$ cat src/rtl/water_ctrl_pkg.sv
// ============================================================================
// Module   : water_ctrl_pkg
// Brief    : Shared types, constants and the one-cold sensor decoder for the
//            water pump controller.
// Revision : 1.0
// ============================================================================
`default_nettype none

package water_ctrl_pkg;

    localparam int SENSOR_W = 8;

    typedef enum logic [1:0] {
        IDLE     = 2'd0,
        FILLING  = 2'd1,
        COOLDOWN = 2'd2,
        FAULT    = 2'd3
    } pump_state_e;

    // Returns {valid, level}; invalid patterns report level 0.
    function automatic logic [3:0] onecold_decode(input logic [SENSOR_W-1:0] raw_n);
        logic [3:0] result;
        int         zeros;
        result = 4'b0000;
        zeros  = 0;
        for (int i = 0; i < SENSOR_W; i++) begin
            if (!raw_n[i]) begin
                zeros       = zeros + 1;
                result[2:0] = 3'(i);
            end
        end
        if (zeros == 1) begin
            result[3] = 1'b1;
        end else begin
            result[2:0] = 3'd0;
        end
        return result;
    endfunction

endpackage

`default_nettype wire

$ cat src/rtl/water_level_debouncer.sv
// ============================================================================
// Module   : water_level_debouncer
// Brief    : Synchronizes and decodes the active-low sensor vector, then
//            accepts a level only after DEBOUNCE_CYCLES identical samples.
// Revision : 1.0
// ============================================================================
`default_nettype none

module water_level_debouncer
    import water_ctrl_pkg::*;
#(
    parameter int DEBOUNCE_CYCLES = 16
) (
    input  logic                clk,
    input  logic                rst_n,
    input  logic [SENSOR_W-1:0] sensor_n,
    output logic [2:0]          level,
    output logic                level_valid
);

    localparam int             CNT_W = $clog2(DEBOUNCE_CYCLES + 1);
    localparam logic [CNT_W-1:0] DEB_MAX = CNT_W'(DEBOUNCE_CYCLES);

    logic [SENSOR_W-1:0] sync1;
    logic [SENSOR_W-1:0] sync2;
    logic [3:0]          sample;
    logic [3:0]          cand;
    logic [CNT_W-1:0]    cnt;
    logic [CNT_W-1:0]    cnt_next;

    assign sample = onecold_decode(sync2);

    always_comb begin
        cnt_next = cnt;
        if (sample != cand) begin
            cnt_next = CNT_W'(1);
        end else if (cnt < DEB_MAX) begin
            cnt_next = cnt + CNT_W'(1);
        end
    end

    // Synchronizer idles at all-ones so no sensor appears active out of reset.
    always_ff @(posedge clk or negedge rst_n) begin
        if (!rst_n) begin
            sync1       <= '1;
            sync2       <= '1;
            cand        <= 4'b0000;
            cnt         <= '0;
            level       <= 3'd0;
            level_valid <= 1'b0;
        end else begin
            sync1 <= sensor_n;
            sync2 <= sync1;
            cand  <= sample;
            cnt   <= cnt_next;
            if (cnt_next == DEB_MAX) begin
                if (sample[3]) begin
                    level       <= sample[2:0];
                    level_valid <= 1'b1;
                end else begin
                    level_valid <= 1'b0;
                end
            end
        end
    end

endmodule

`default_nettype wire

$ cat src/rtl/water_pump_controller.sv
// ============================================================================
// Module   : water_pump_controller
// Brief    : Hysteresis fill controller with minimum off-time and latched
//            fault. Define WATER_PUMP_TIMEOUT_EN to bound each pump run.
// Revision : 1.0
// ============================================================================
`default_nettype none

module water_pump_controller
    import water_ctrl_pkg::*;
#(
    parameter int LOW_THRESH      = 2,
    parameter int HIGH_THRESH     = 6,
    parameter int DEBOUNCE_CYCLES = 16,
    parameter int MIN_OFF_CYCLES  = 64,
    parameter int MAX_RUN_CYCLES  = 4096
) (
    input  logic                clk,
    input  logic                rst_n,
    input  logic [SENSOR_W-1:0] sensor_n,
    input  logic                enable,
    input  logic                fault_clr,
    output logic                pump_on,
    output logic [2:0]          level,
    output logic                level_valid,
    output logic                fault,
    output logic [1:0]          state
);

    localparam int               OFF_W    = $clog2(MIN_OFF_CYCLES + 1);
    localparam logic [OFF_W-1:0] OFF_LAST = OFF_W'(MIN_OFF_CYCLES - 1);
    localparam logic [2:0]       LOW_L    = 3'(LOW_THRESH);
    localparam logic [2:0]       HIGH_L   = 3'(HIGH_THRESH);

    generate
        if (!(LOW_THRESH < HIGH_THRESH && HIGH_THRESH <= 7 && DEBOUNCE_CYCLES >= 1 &&
              MIN_OFF_CYCLES >= 1 && MAX_RUN_CYCLES >= 1)) begin : g_bad_params
            $error("water_pump_controller: illegal parameter combination");
        end
    endgenerate

    pump_state_e      st;
    logic [OFF_W-1:0] off_cnt;
    logic             timeout_hit;

    water_level_debouncer #(
        .DEBOUNCE_CYCLES (DEBOUNCE_CYCLES)
    ) u_debouncer (
        .clk         (clk),
        .rst_n       (rst_n),
        .sensor_n    (sensor_n),
        .level       (level),
        .level_valid (level_valid)
    );

`ifdef WATER_PUMP_TIMEOUT_EN
    localparam int               RUN_W    = $clog2(MAX_RUN_CYCLES + 1);
    localparam logic [RUN_W-1:0] RUN_LAST = RUN_W'(MAX_RUN_CYCLES - 1);

    logic [RUN_W-1:0] run_cnt;

    assign timeout_hit = (run_cnt == RUN_LAST);

    always_ff @(posedge clk or negedge rst_n) begin
        if (!rst_n) begin
            run_cnt <= '0;
        end else if (st != FILLING) begin
            run_cnt <= '0;
        end else begin
            run_cnt <= run_cnt + RUN_W'(1);
        end
    end
`else
    assign timeout_hit = 1'b0;
`endif

    assign state = st;

    always_ff @(posedge clk or negedge rst_n) begin
        if (!rst_n) begin
            st      <= IDLE;
            pump_on <= 1'b0;
            fault   <= 1'b0;
            off_cnt <= '0;
        end else begin
            case (st)
                IDLE: begin
                    if (enable && level_valid && level <= LOW_L) begin
                        st      <= FILLING;
                        pump_on <= 1'b1;
                    end
                end
                FILLING: begin
                    if (!level_valid) begin
                        st      <= FAULT;
                        pump_on <= 1'b0;
                        fault   <= 1'b1;
                    end else if (level >= HIGH_L) begin
                        st      <= COOLDOWN;
                        pump_on <= 1'b0;
                        off_cnt <= '0;
                    end else if (timeout_hit) begin
                        st      <= FAULT;
                        pump_on <= 1'b0;
                        fault   <= 1'b1;
                    end else if (!enable) begin
                        st      <= COOLDOWN;
                        pump_on <= 1'b0;
                        off_cnt <= '0;
                    end
                end
                COOLDOWN: begin
                    if (off_cnt == OFF_LAST) begin
                        st <= IDLE;
                    end else begin
                        off_cnt <= off_cnt + OFF_W'(1);
                    end
                end
                FAULT: begin
                    if (fault_clr) begin
                        st      <= COOLDOWN;
                        fault   <= 1'b0;
                        off_cnt <= '0;
                    end
                end
                default: begin
                    st      <= IDLE;
                    pump_on <= 1'b0;
                    fault   <= 1'b0;
                end
            endcase
        end
    end

endmodule

`default_nettype wire

$ cat config.mk
export PLATFORM = sky130hd
export DESIGN_NAME = water_pump_controller
export DESIGN_NICKNAME = d
export VERILOG_FILES = /design/src/rtl/water_ctrl_pkg.sv /design/src/rtl/water_level_debouncer.sv /design/src/rtl/water_pump_controller.sv
export SDC_FILE = /design/constraint.sdc
export NUM_CORES = 1
export LEC_CHECK = 0
export BUFFER_PORTS_ARGS = -buffer_cell sky130_fd_sc_hd__buf_4
export CORE_ASPECT_RATIO = 1.4
export CORE_MARGIN = 4
export CORE_UTILIZATION = 45
export CTS_BUF_LIST = sky130_fd_sc_hd__clkbuf_2 sky130_fd_sc_hd__clkbuf_4 sky130_fd_sc_hd__clkbuf_8
export DETAILED_ROUTE_END_ITERATION = 10
export GPL_ROUTABILITY_DRIVEN = 1
export PLACE_DENSITY = 0.68
export SLEW_MARGIN = 20
export SYNTH_ARGS = -nofsm -noshare
export SYNTH_HDL_FRONTEND = slang
export SYNTH_SLANG_ARGS = --single-unit
$ cat constraint.sdc
create_clock -name clk -period 8.3 [get_ports clk]
set_input_delay 0 -clock clk [delete_from_list [all_inputs] [get_ports clk]]
set_output_delay 0 -clock clk [all_outputs]
set_load 0.01 [all_outputs]
==> flow_metrics.py, run 1 <==
metrics = {
    "status": {
        "status": "finished, final reports clean",
    },
    "critical_path": {
        "path_max_fanout": 5,
        "cp-startpoint": "u_debouncer.sync2[1]$_DFF_PN1_",
        "crit_type": "register to register",
        "crit_slowest_cell": "dfstp_2",
        "slowest_delay_ns": 0.55,
        "startpoint_type": "register",
        "end_kind": "register",
        "r2r_start": "u_debouncer.sync2[1]$_DFF_PN1_",
        "critPathRequiredTime_ns": 8.48,
        "crit_chain": "inv_1 -> ha_1 -> xnor2_1 -> ha_1 -> nor2b_1 -> a31o_2 -> ha_1 -> nor2_1 -> nor2_1 -> ha_1 -> inv_1 -> o21ai_0 -> a21o_1 -> ha_1 -> mux2_2 -> ha_1 -> nor2b_1 -> xnor2_1 -> xnor2_1 -> xnor2_1 -> and3_1 -> a21oi_1 -> nor4_4 -> mux2_4",
        "crit_top_cell": "ha_1",
        "arrival_ns": 5.59,
    },
    "layout": {
        "area_growth_pct": 18.1,
        "fin_nets": 273,
        "layoutNonFillerInstCount": 317,
        "antenna_cells": 0,
        "layout-drive-gt1-share": 0.217,
    },
    "power_and_ir_drop": {
        "p_per_area_nw_per_um2": 211,
        "p_int_uw": 390,
        "leakagePower_nw": 1.18,
        "p_sw_uw": 171,
        "p_total_uw": 562,
        "seq_power_share": 0.416,
        "p_clk_frac": 0.279,
        "switching_share": 0.305,
        "ir_worst_vdd_mv": 0.146,
        "pwr-share-comb": 0.305,
    },
    "global_routing": {
        "antenna_found_initial": 0,
        "grt_usage": 0.161,
        "grt_max_degree": 41,
        "grt_pass1_wl_microns": 7810,
        "overflow": 0,
        "grt_pass1_vias": 1787,
    },
    "sta": {
        "hold_viol_final": 0,
        "relSlewSlack": 0.601,
        "timing.final.ws_setup_ns": 2.89,
        "fin_crit_sh": 0.652,
        "finalSetupViolations": 0,
        "fmax_mhz": 185,
        "fin_crit_ns": 5.41,
        "worstMarginPinSlew_ns": 0.591,
        "setup-tns-final_ns": 0,
        "slew_viol_final": 0,
        "finClkSkew_ns": 0.00684,
        "rsz0062_at_grt": "false",
    },
    "detailed_routing": {
        "drt_iter0_markers": 30,
        "dr_total_vias": 1669,
        "wirelength_microns": 4310,
        "route.detailed.drc": 0,
        "drtPass1Iterations": 4,
        "antenna_left": 0,
        "avgViaCountPerCell": 5.26,
        "routedWlPerCell_microns": 13.6,
    },
    "floorplan": {
        "start_util": 0.465,
        "coreArea_sq_um": 4840,
        "placementRows": 30,
        "dieArea_sq_um": 6220,
        "pin_count": 20,
        "die_h_microns": 91.7,
        "die_w_microns": 67.8,
    },
    "clock_tree": {
        "cts.path.max_buffers": 2,
        "cts.repair.resized": 0,
        "clkSinkCount": 40,
        "cts_tree": "done",
        "h-tree-depth": 2,
        "clock_latency_ns": 0.29,
        "ctsRootBufferMaster": "clkbuf_8",
        "clkTransAtPathRegs_ns": 0.07,
        "numCtsBuffers": 5,
    },
    "placement": {
        "placed_cells": 299,
        "dpl.hpwl_microns": 3220,
        "gp_congestion": 0.848,
        "io_buffers": 19,
        "place_ws_ns": 2.94,
    },
    "logic_synthesis": {
        "synth_top_area_frac": 0.267,
        "yosys_warnings": 0,
        "syn_avg_cell_area_sq_um": 10.1,
        "syn_area_sq_um": 2250,
        "ys_seq_area_frac": 0.453,
        "yosysMostFrequentCell": "dfrtp_1",
        "yosys-top-cells-count": "dfrtp_1 (24), nor2_1 (20), dfstp_2 (16), nand2_1 (16)",
        "ys_types": 51,
        "synth-seq-cells": 40,
        "synth_top_cell_by_area": "dfrtp_1",
        "synth_edf_count": 0,
        "async_flop_share": 1.00,
        "synth_flop_cell": "dfrtp_1",
        "netlist_top_cells_area": "dfrtp_1 (27%), dfstp_2 (19%), ha_1 (5.0%), xnor2_1 (4.3%), nor2_1 (3.3%)",
        "syn_nets": 243,
        "syn_inst": 222,
    },
    "worst_hold_path": {
        "hold_class": "input pin to asynchronous set/reset pin",
    },
    "job": {
        "drv_cap": 0,
    },
}
[placed cells by master, fill, tap and decap left out, types with 2 or more instances in the layout]
| master | synthesis | final |
|---|---|---|
| nor2_1 | 20 | 20 |
| nand3_1 | 3 | 3 |
| nand2b_1 | 5 | 5 |
| a41oi_1 | 2 | 2 |
| dfrtp_1 | 24 | 24 |
| nor2b_1 | 7 | 7 |
| nand2_1 | 16 | 16 |
| buf_4 | 1 | 19 |
| nand3b_1 | 3 | 3 |
| nand4_1 | 7 | 7 |
| clkbuf_8 | 0 | 5 |
| xnor2_1 | 11 | 11 |
| a31o_2 | 2 | 2 |
| a21oi_1 | 14 | 14 |
| xor2_1 | 8 | 8 |
| mux2_4 | 2 | 2 |
| dfstp_2 | 16 | 16 |
| dlygate4sd3_1 | 0 | 10 |
| ha_1 | 9 | 9 |
| nor3b_1 | 2 | 2 |
| or2_2 | 2 | 2 |
| nor3_1 | 5 | 5 |
| mux2i_1 | 5 | 5 |
| o21ai_0 | 7 | 7 |
| inv_1 | 14 | 14 |
| or3_1 | 2 | 2 |
| a21o_1 | 5 | 5 |
| and2_1 | 2 | 2 |
[layout make-up]
class	instances	area [sq um]
fill	429	2180
clock buffer	6	76.3
sequential	40	1020
timing repair buffer	29	243
multi-input combinational	161	1150
clock inverter	2	35.0
tap	64	80.1
inverter	15	56.3
[path summary, 6_finish.rpt]
path / endpoint / slack [ns] / depth (start not counted)
worst max register to register: u_debouncer.level[0]$_DFFE_PN0P_ / 2.89 / 24
min in group clk: off_cnt[6]$_DFFE_PN0P_ / 0.31 / 5
worst min register to register: u_debouncer.sync2[3]$_DFF_PN1_ / 0.35 / 0
worst max-delay path: u_debouncer.level[0]$_DFFE_PN0P_ / 2.89 / 24
worst min-delay path: off_cnt[0]$_DFFE_PN0P_ / 0.22 / 2
max in group asynchronous: u_debouncer.sync2[6]$_DFF_PN1_ / 7.73 / 2
[what timing repair did]
item	4_1_cts	5_1_grt
hold buffers	10	0
endpoints found under the hold margin	33	0
endpoints found under the setup margin	0	0
buffers inserted	0	0
[metrics by stage]
stage	utilization	hold slack, ns	instance area [sq um]
floorplan	-	-0.296	2250
global placement	0.505	-0.00180	2450
detailed placement	0.505	0.00378	2450
CTS	0.549	0.226	2660
global route	0.549	0.284	2660
finish	0.549	0.219	2660
[critical path, delay by kind of cell, from the launching register on]
| family | cells | cell delay (ns) |
|---|---|---|
| adders and majority gates | 6 | 1.67 |
| DFF | 1 | 0.55 |
| muxes | 2 | 0.61 |
| xor gates and xnor gates | 4 | 0.63 |
| AOI/OAI and AO/OA | 4 | 0.69 |
| buffers and inverters | 2 | 0.09 |
| and+or+nand+nor | 6 | 1.04 |
[state kept, by name, indices dropped and copies added, names as in the netlist]
register / cells
u_debouncer.cnt: 5
state: 2
u_debouncer.cand: 4
u_debouncer.sync2: 8
u_debouncer.level: 3
u_debouncer.sync1: 8
off_cnt: 7
fault: 1
pump_on: 1
u_debouncer.level_valid: 1
[power by group through the flow]
stage / Sequential [mW] / Clock (mW) / Combinational (mW)
floorplan: 0.231 / 0 / 0.135
global placement: 0.236 / 0 / 0.162
detailed placement: 0.237 / 0 / 0.167
CTS: 0.234 / 0.162 / 0.173
global route: 0.236 / 0.170 / 0.195
finish: 0.234 / 0.157 / 0.171
[cells by family (layout without fill, tap and decap cells)]
family,count (synthesis),count (layout),share of synthesized area
buf+inv,21,52,0.0372
simple gates,81,81,0.197
mux,8,8,0.0406
xor+xnor,22,22,0.102
fa+ha+maj,9,9,0.0500
compound gates,41,41,0.119
flops,40,40,0.453
[per-layer routing]
layer  vias up  part of all wire  GRT usage
met5         -                 0          0
met4         0             0.017     0.0547
met3         6             0.031     0.0331
met2        25              0.55      0.291
met1       802              0.40      0.181
li1        836                 -          -
Note: power is estimated with default switching activity, not from simulation.
==> run 2: changes to the inputs <==
- PLACE_DENSITY: 0.68 -> 0.7
- clock period: 8.3 -> 4.7 ns (I/O delays scaled with it)
==> run 2 against run 1 <==
Net effect:
- the run now ends with setup timing left
- largest power group unchanged
- via count is 3.7% higher
- die area stayed put
- combinational power is 140% higher
- utilization is 5.9 points higher
- largest cell class unchanged
- highest routed layer unchanged
- count of clock-buffer cells in the layout is 1 lower
- final area is 11% higher
- sequential cell count stayed put
- global-route usage is 0.70 points lower
==> flow_metrics.py, run 2 (synthesized netlist as in run 1, its figures left out) <==
metrics = {
    "layout": {
        "fin_nets": 292,
        "num-fill-cells": 389,
        "layout-drive-gt1-share": 0.342,
        "multi_input_area_sq_um": 1280,
        "area_growth_pct": 30.7,
        "final_cell_mix": "buf_4 (37), dfrtp_1 (24), nor2_1 (18)",
        "antenna_cells": 0,
        "layoutNonFillerInstCount": 336,
        "biggestRegsByFlops": "u_debouncer.sync1 x8, u_debouncer.sync2 x8, off_cnt x7",
        "final_common_cell": "buf_4",
        "regArea_sq_um": 1020,
    },
    "job": {
        "drv_cap": 0,
    },
    "sta": {
        "relSlewSlack": 0.530,
        "fin_crit_ns": 4.85,
        "fin_crit_sh": 1.03,
        "finalSetupViolations": 9,
        "timing.final.ws_setup_ns": -0.148,
        "rsz0062_at_grt": "true",
        "worst_hold_slack_ns": 0.215,
        "hold_viol_final": 0,
        "fmax_mhz": 206,
        "slew_viol_final": 0,
        "worstMarginPinSlew_ns": 0.696,
        "finClkSkew_ns": 0.00744,
    },
    "critical_path": {
        "worstRegToRegCells": 26,
        "ff2ff_setup_slack_ns": -0.15,
        "crit_type": "register to register",
        "critPathRequiredTime_ns": 4.92,
        "end_kind": "register",
        "r2r_start": "u_debouncer.sync2[1]$_DFF_PN1_",
        "startpoint_type": "register",
        "crit_slowest_cell": "dfstp_2",
        "path_max_fanout": 3,
        "slowest_delay_ns": 0.55,
        "arrival_ns": 5.06,
        "reg2reg_to": "u_debouncer.level[1]$_DFFE_PN0P_",
        "crit_top_cell": "ha_4",
    },
    "clock_tree": {
        "cts_tree": "done",
        "clkSinkCount": 40,
        "clkTransAtPathRegs_ns": 0.08,
        "h-tree-depth": 2,
        "cts.path.max_buffers": 2,
        "ctsRootBufferMaster": "clkbuf_8",
        "clock_latency_ns": 0.29,
        "numCtsBuffers": 5,
    },
    "placement": {
        "placed_cells": 311,
        "io_buffers": 19,
        "dpl.hpwl_microns": 3140,
        "gp_congestion": 0.881,
    },
    "floorplan": {
        "start_util": 0.465,
        "dieArea_sq_um": 6220,
        "coreArea_sq_um": 4840,
        "die_w_microns": 67.8,
        "pin_count": 20,
        "die_h_microns": 91.7,
        "placementRows": 30,
    },
    "worst_hold_path": {
        "hold_class": "input pin to asynchronous set/reset pin",
    },
    "detailed_routing": {
        "drtPass1Iterations": 4,
        "antenna_left": 0,
        "route.detailed.drc": 0,
        "wirelength_microns": 4380,
        "avgViaCountPerCell": 5.15,
        "dr_total_vias": 1731,
        "routedWlPerCell_microns": 13.0,
        "drt_iter0_markers": 29,
    },
    "power_and_ir_drop": {
        "ir_worst_vdd_mv": 0.238,
        "p_per_area_nw_per_um2": 373,
        "leakagePower_nw": 1.30,
    },
    "status": {
        "status": "finished, violations left",
        "failed_checks": "setup timing",
    },
    "global_routing": {
        "antenna_found_initial": 0,
        "grt_pass1_wl_microns": 7490,
        "grt_pass1_vias": 1685,
        "grt_usage": 0.154,
        "overflow": 0,
        "grt_max_degree": 41,
    },
}
run 2: cell count changes in the layout (fill, tap and decap cells not counted), moves of 2 or more:
cell,delta
nor2b_1,-2
ha_4,+5
inv_2,+3
nor2_1,-2
inv_1,-3
xnor2_2,+2
ha_1,-5
nor2b_4,+2
xnor2_1,-2
nor2_2,+2
buf_4,+18
run 2: repair_timing:
| action | CTS | global route |
|---|---|---|
| hold buffers | 10 | 0 |
| gates resized for setup | 4 | 6 |
| hold endpoints to repair | 33 | 0 |
| endpoints found under the setup margin | 9 | 12 |
| pin swaps | 9 | 8 |
| setup buffers | 4 | 3 |
run 2: area by class of cell:
class,count,share of cell area
flip-flops and latches,40,0.347
repair buffers,48,0.132
well taps,64,0.0272
inverters,15,0.0191
clock buffers,5,0.0234
clock inverters,3,0.0145
multi-input cells,161,0.437
run 2: metrics by stage:
stage                     TNS, ns  worst slack [ns]  power (mW)   util  instance area, sq um
after detailed placement   -0.796            -0.121       0.759  0.544                  2640
after CTS                  -0.182           -0.0571        1.08  0.599                  2900
final                      -0.980            -0.148        1.10  0.608                  2940
after floorplan            -0.104            -0.104       0.674      -                  2350
after global placement     -0.193           -0.0563       0.749  0.544                  2640
after global routing        -3.46            -0.402        1.17  0.608                  2940
run 2: how the worst max path moves through the flow:
| stage | cells past startpoint | slack (ns) | from | endpoint |
|---|---|---|---|---|
| CTS | 26 | -0.06 | u_debouncer.sync2[1]$_DFF_PN1_ | u_debouncer.level[1]$_DFFE_PN0P_ |
| global route | 26 | -0.40 | u_debouncer.sync2[1]$_DFF_PN1_ | u_debouncer.level[2]$_DFFE_PN0P_ |
| global placement | 25 | -0.06 | u_debouncer.sync2[1]$_DFF_PN1_ | u_debouncer.cnt[0]$_DFF_PN0_ |
| finish | 26 | -0.15 | u_debouncer.sync2[1]$_DFF_PN1_ | u_debouncer.level[1]$_DFFE_PN0P_ |
| detailed placement | 25 | -0.12 | u_debouncer.sync2[1]$_DFF_PN1_ | u_debouncer.level[0]$_DFFE_PN0P_ |
| floorplan | 25 | -0.10 | u_debouncer.sync2[1]$_DFF_PN1_ | u_debouncer.level[0]$_DFFE_PN0P_ |
run 2: metal layers:
layer	global-route usage	vias to the layer above	wire length [microns]
li1	-	870	-
met1	0.185	833	1890
met2	0.269	19	2310
met3	0.0306	9	81
met4	0.0481	0	97
met5	0	-	0
run 2: power by group:
group	total (mW)	switching (mW)	internal [mW]
sequential	0.413	0.0287	0.384
combinational	0.407	0.191	0.216
clock	0.278	0.121	0.157
total	1.10	0.341	0.757
run 2: critical path: cells and delay by family (launching register included):
kind                     cells  cell delay (ns)
adder cells (fa/ha/maj)      6             1.30
flip-flops                   1             0.55
AND/OR/NAND/NOR              8             1.16
AO/OA/AOI/OAI                4             0.54
multiplexers                 2             0.46
buffers and inverters        3             0.31
XOR/XNOR                     3             0.47
==> run 3: changes to the inputs <==
- PLACE_DENSITY: 0.7 -> 0.68
- SKIP_CTS_REPAIR_TIMING: default -> 1
- clock period: 4.7 -> 5.2 ns (I/O delays scaled with it)
==> run 3 against run 2 <==
Net effect:
- the run now ends clean
- sequential power shrank 9.7%
- clock skew grew 0.0020 ns
- final area shrank 5.5%
- power shrank 16%
- combinational power shrank 25%
- critical path depth shrank 1
- die area is the same
- via count shrank 3.6%
- cell count shrank 4.5%
- maximum frequency shrank 2.9%
==> flow_metrics.py, run 3 (synthesized netlist as in run 1, its figures left out) <==
metrics = {
    "floorplan": {
        "die_h_microns": 91.7,
        "pin_count": 20,
        "start_util": 0.465,
        "dieArea_sq_um": 6220,
        "coreArea_sq_um": 4840,
        "die_w_microns": 67.8,
        "placementRows": 30,
    },
    "detailed_routing": {
        "drt_iter0_markers": 37,
        "route.detailed.drc": 0,
        "routedWlPerCell_microns": 13.1,
        "drtPass1Iterations": 4,
        "avgViaCountPerCell": 5.20,
        "dr_total_vias": 1669,
        "antenna_left": 0,
        "wirelength_microns": 4220,
    },
    "global_routing": {
        "gr-usage-met1": 0.168,
        "grt_use_met3": 0.0233,
        "grt_pass1_vias": 1650,
        "grt_max_degree": 41,
        "grtUsageMet2": 0.255,
        "grt_usage": 0.143,
        "overflow": 0,
        "grt-busiest-layer": "met2",
        "grt_pass1_wl_microns": 6980,
        "antenna_found_initial": 0,
    },
    "critical_path": {
        "arrival_ns": 5.20,
        "r2r_start": "u_debouncer.sync2[1]$_DFF_PN1_",
        "path_max_fanout": 3,
        "crit_type": "register to register",
        "reg2reg_to": "u_debouncer.level[1]$_DFFE_PN0P_",
        "critPathRequiredTime_ns": 5.41,
        "startpoint_type": "register",
        "crit_family": "adder cells",
        "crit_slowest_cell": "dfstp_2",
        "critPathBufInv": 3,
        "slowest_delay_ns": 0.54,
        "end_kind": "register",
        "worstRegToRegCells": 25,
        "ff2ff_setup_slack_ns": 0.21,
    },
    "worst_hold_path": {
        "hold_depth": 4,
        "holdCritStartpoint": "fault_clr",
        "hold_class": "input pin to register",
        "holdPathEnd": "fault$_DFFE_PN0P_",
    },
    "layout": {
        "biggestRegsByFlops": "u_debouncer.sync1 x8, u_debouncer.sync2 x8, off_cnt x7",
        "num-fill-cells": 400,
        "layoutNonFillerInstCount": 321,
        "area_growth_pct": 23.4,
        "multi_input_area_sq_um": 1240,
        "antenna_cells": 0,
        "regArea_sq_um": 1020,
        "fin_nets": 277,
        "layout-drive-gt1-share": 0.284,
        "final_cell_mix": "dfrtp_1 (24), buf_4 (24), nor2_1 (18)",
    },
    "clock_tree": {
        "clock_latency_ns": 0.28,
        "ctsRootBufferMaster": "clkbuf_8",
        "clkSinkCount": 40,
        "cts.path.max_buffers": 2,
        "numCtsBuffers": 5,
        "clkTransAtPathRegs_ns": 0.08,
        "h-tree-depth": 2,
        "cts_tree": "done",
    },
    "power_and_ir_drop": {
        "pwr-share-comb": 0.331,
        "leakagePower_nw": 1.22,
        "seq_power_share": 0.403,
        "p_int_uw": 645,
        "switching_share": 0.303,
        "p_total_uw": 926,
        "p_sw_uw": 281,
        "ir_worst_vdd_mv": 0.289,
        "p_clk_frac": 0.267,
        "p_per_area_nw_per_um2": 333,
    },
    "sta": {
        "fmax_mhz": 200,
        "setup-tns-final_ns": 0,
        "relSlewSlack": 0.528,
        "finClkSkew_ns": 0.00939,
        "worst_hold_slack_ns": 0.00163,
        "worstMarginPinSlew_ns": 0.699,
        "finalSetupViolations": 0,
        "hold_viol_final": 0,
        "fin_crit_sh": 0.960,
        "slew_viol_final": 0,
        "fin_crit_ns": 4.99,
    },
    "status": {
        "status": "finished, final reports clean",
    },
    "placement": {
        "io_buffers": 19,
        "gp_congestion": 0.886,
        "placed_cells": 303,
        "dpl.hpwl_microns": 3080,
    },
    "job": {
        "drv_cap": 0,
    },
}
-- run 3: power groups by stage --
| stage | Sequential, mW | Combinational (mW) | Clock [mW] |
|---|---|---|---|
| floorplan | 0.369 | 0.216 | 0 |
| global placement | 0.376 | 0.261 | 0 |
| detailed placement | 0.378 | 0.268 | 0 |
| CTS | 0.372 | 0.270 | 0.256 |
| global route | 0.377 | 0.344 | 0.270 |
| finish | 0.373 | 0.306 | 0.247 |
-- run 3: layout make-up --
| type | instances | area share |
|---|---|---|
| Sequential cell | 40 | 0.367 |
| Tap cell | 64 | 0.0288 |
| Clock inverter | 2 | 0.0126 |
| Multi-Input combinational cell | 161 | 0.446 |
| Timing Repair Buffer | 33 | 0.0972 |
| Inverter | 15 | 0.0203 |
| Clock buffer | 6 | 0.0275 |
-- run 3: layer usage --
layer,vias to the layer above,wire length [microns]
met5,-,0
met1,791,1750
li1,841,-
met4,0,73
met3,8,101
met2,29,2300
-- run 3: how the worst max path moves through the flow --
stage,to,from,cells past startpoint
3_3_place_gp,u_debouncer.level[0]$_DFFE_PN0P_,u_debouncer.sync2[1]$_DFF_PN1_,25
3_5_place_dp,u_debouncer.level[1]$_DFFE_PN0P_,u_debouncer.sync2[0]$_DFF_PN1_,26
2_1_floorplan,u_debouncer.level[0]$_DFFE_PN0P_,u_debouncer.sync2[0]$_DFF_PN1_,24
5_1_grt,u_debouncer.level[1]$_DFFE_PN0P_,u_debouncer.sync2[1]$_DFF_PN1_,25
4_1_cts,u_debouncer.level[1]$_DFFE_PN0P_,u_debouncer.sync2[0]$_DFF_PN1_,26
6_report,u_debouncer.level[1]$_DFFE_PN0P_,u_debouncer.sync2[1]$_DFF_PN1_,25
-- run 3: per-stage QoR --
| step | area (sq um) | setup WS, ns | utilization |
|---|---|---|---|
| global placement | 2480 | 0.130 | 0.512 |
| finish | 2780 | 0.209 | 0.574 |
| global route | 2780 | -0.00941 | 0.574 |
| detailed placement | 2480 | -0.0314 | 0.512 |
| floorplan | 2250 | 0.117 | - |
| CTS | 2590 | -0.0554 | 0.535 |
-- run 3: tightest hold or removal path, delay by kind of cell --
| family | cells | cell delay [ns] |
|---|---|---|
| and+or+nand+nor | 2 | 0.09 |
| buffers and inverters | 1 | 0.08 |
| AOI/OAI and AO/OA | 1 | 0.07 |
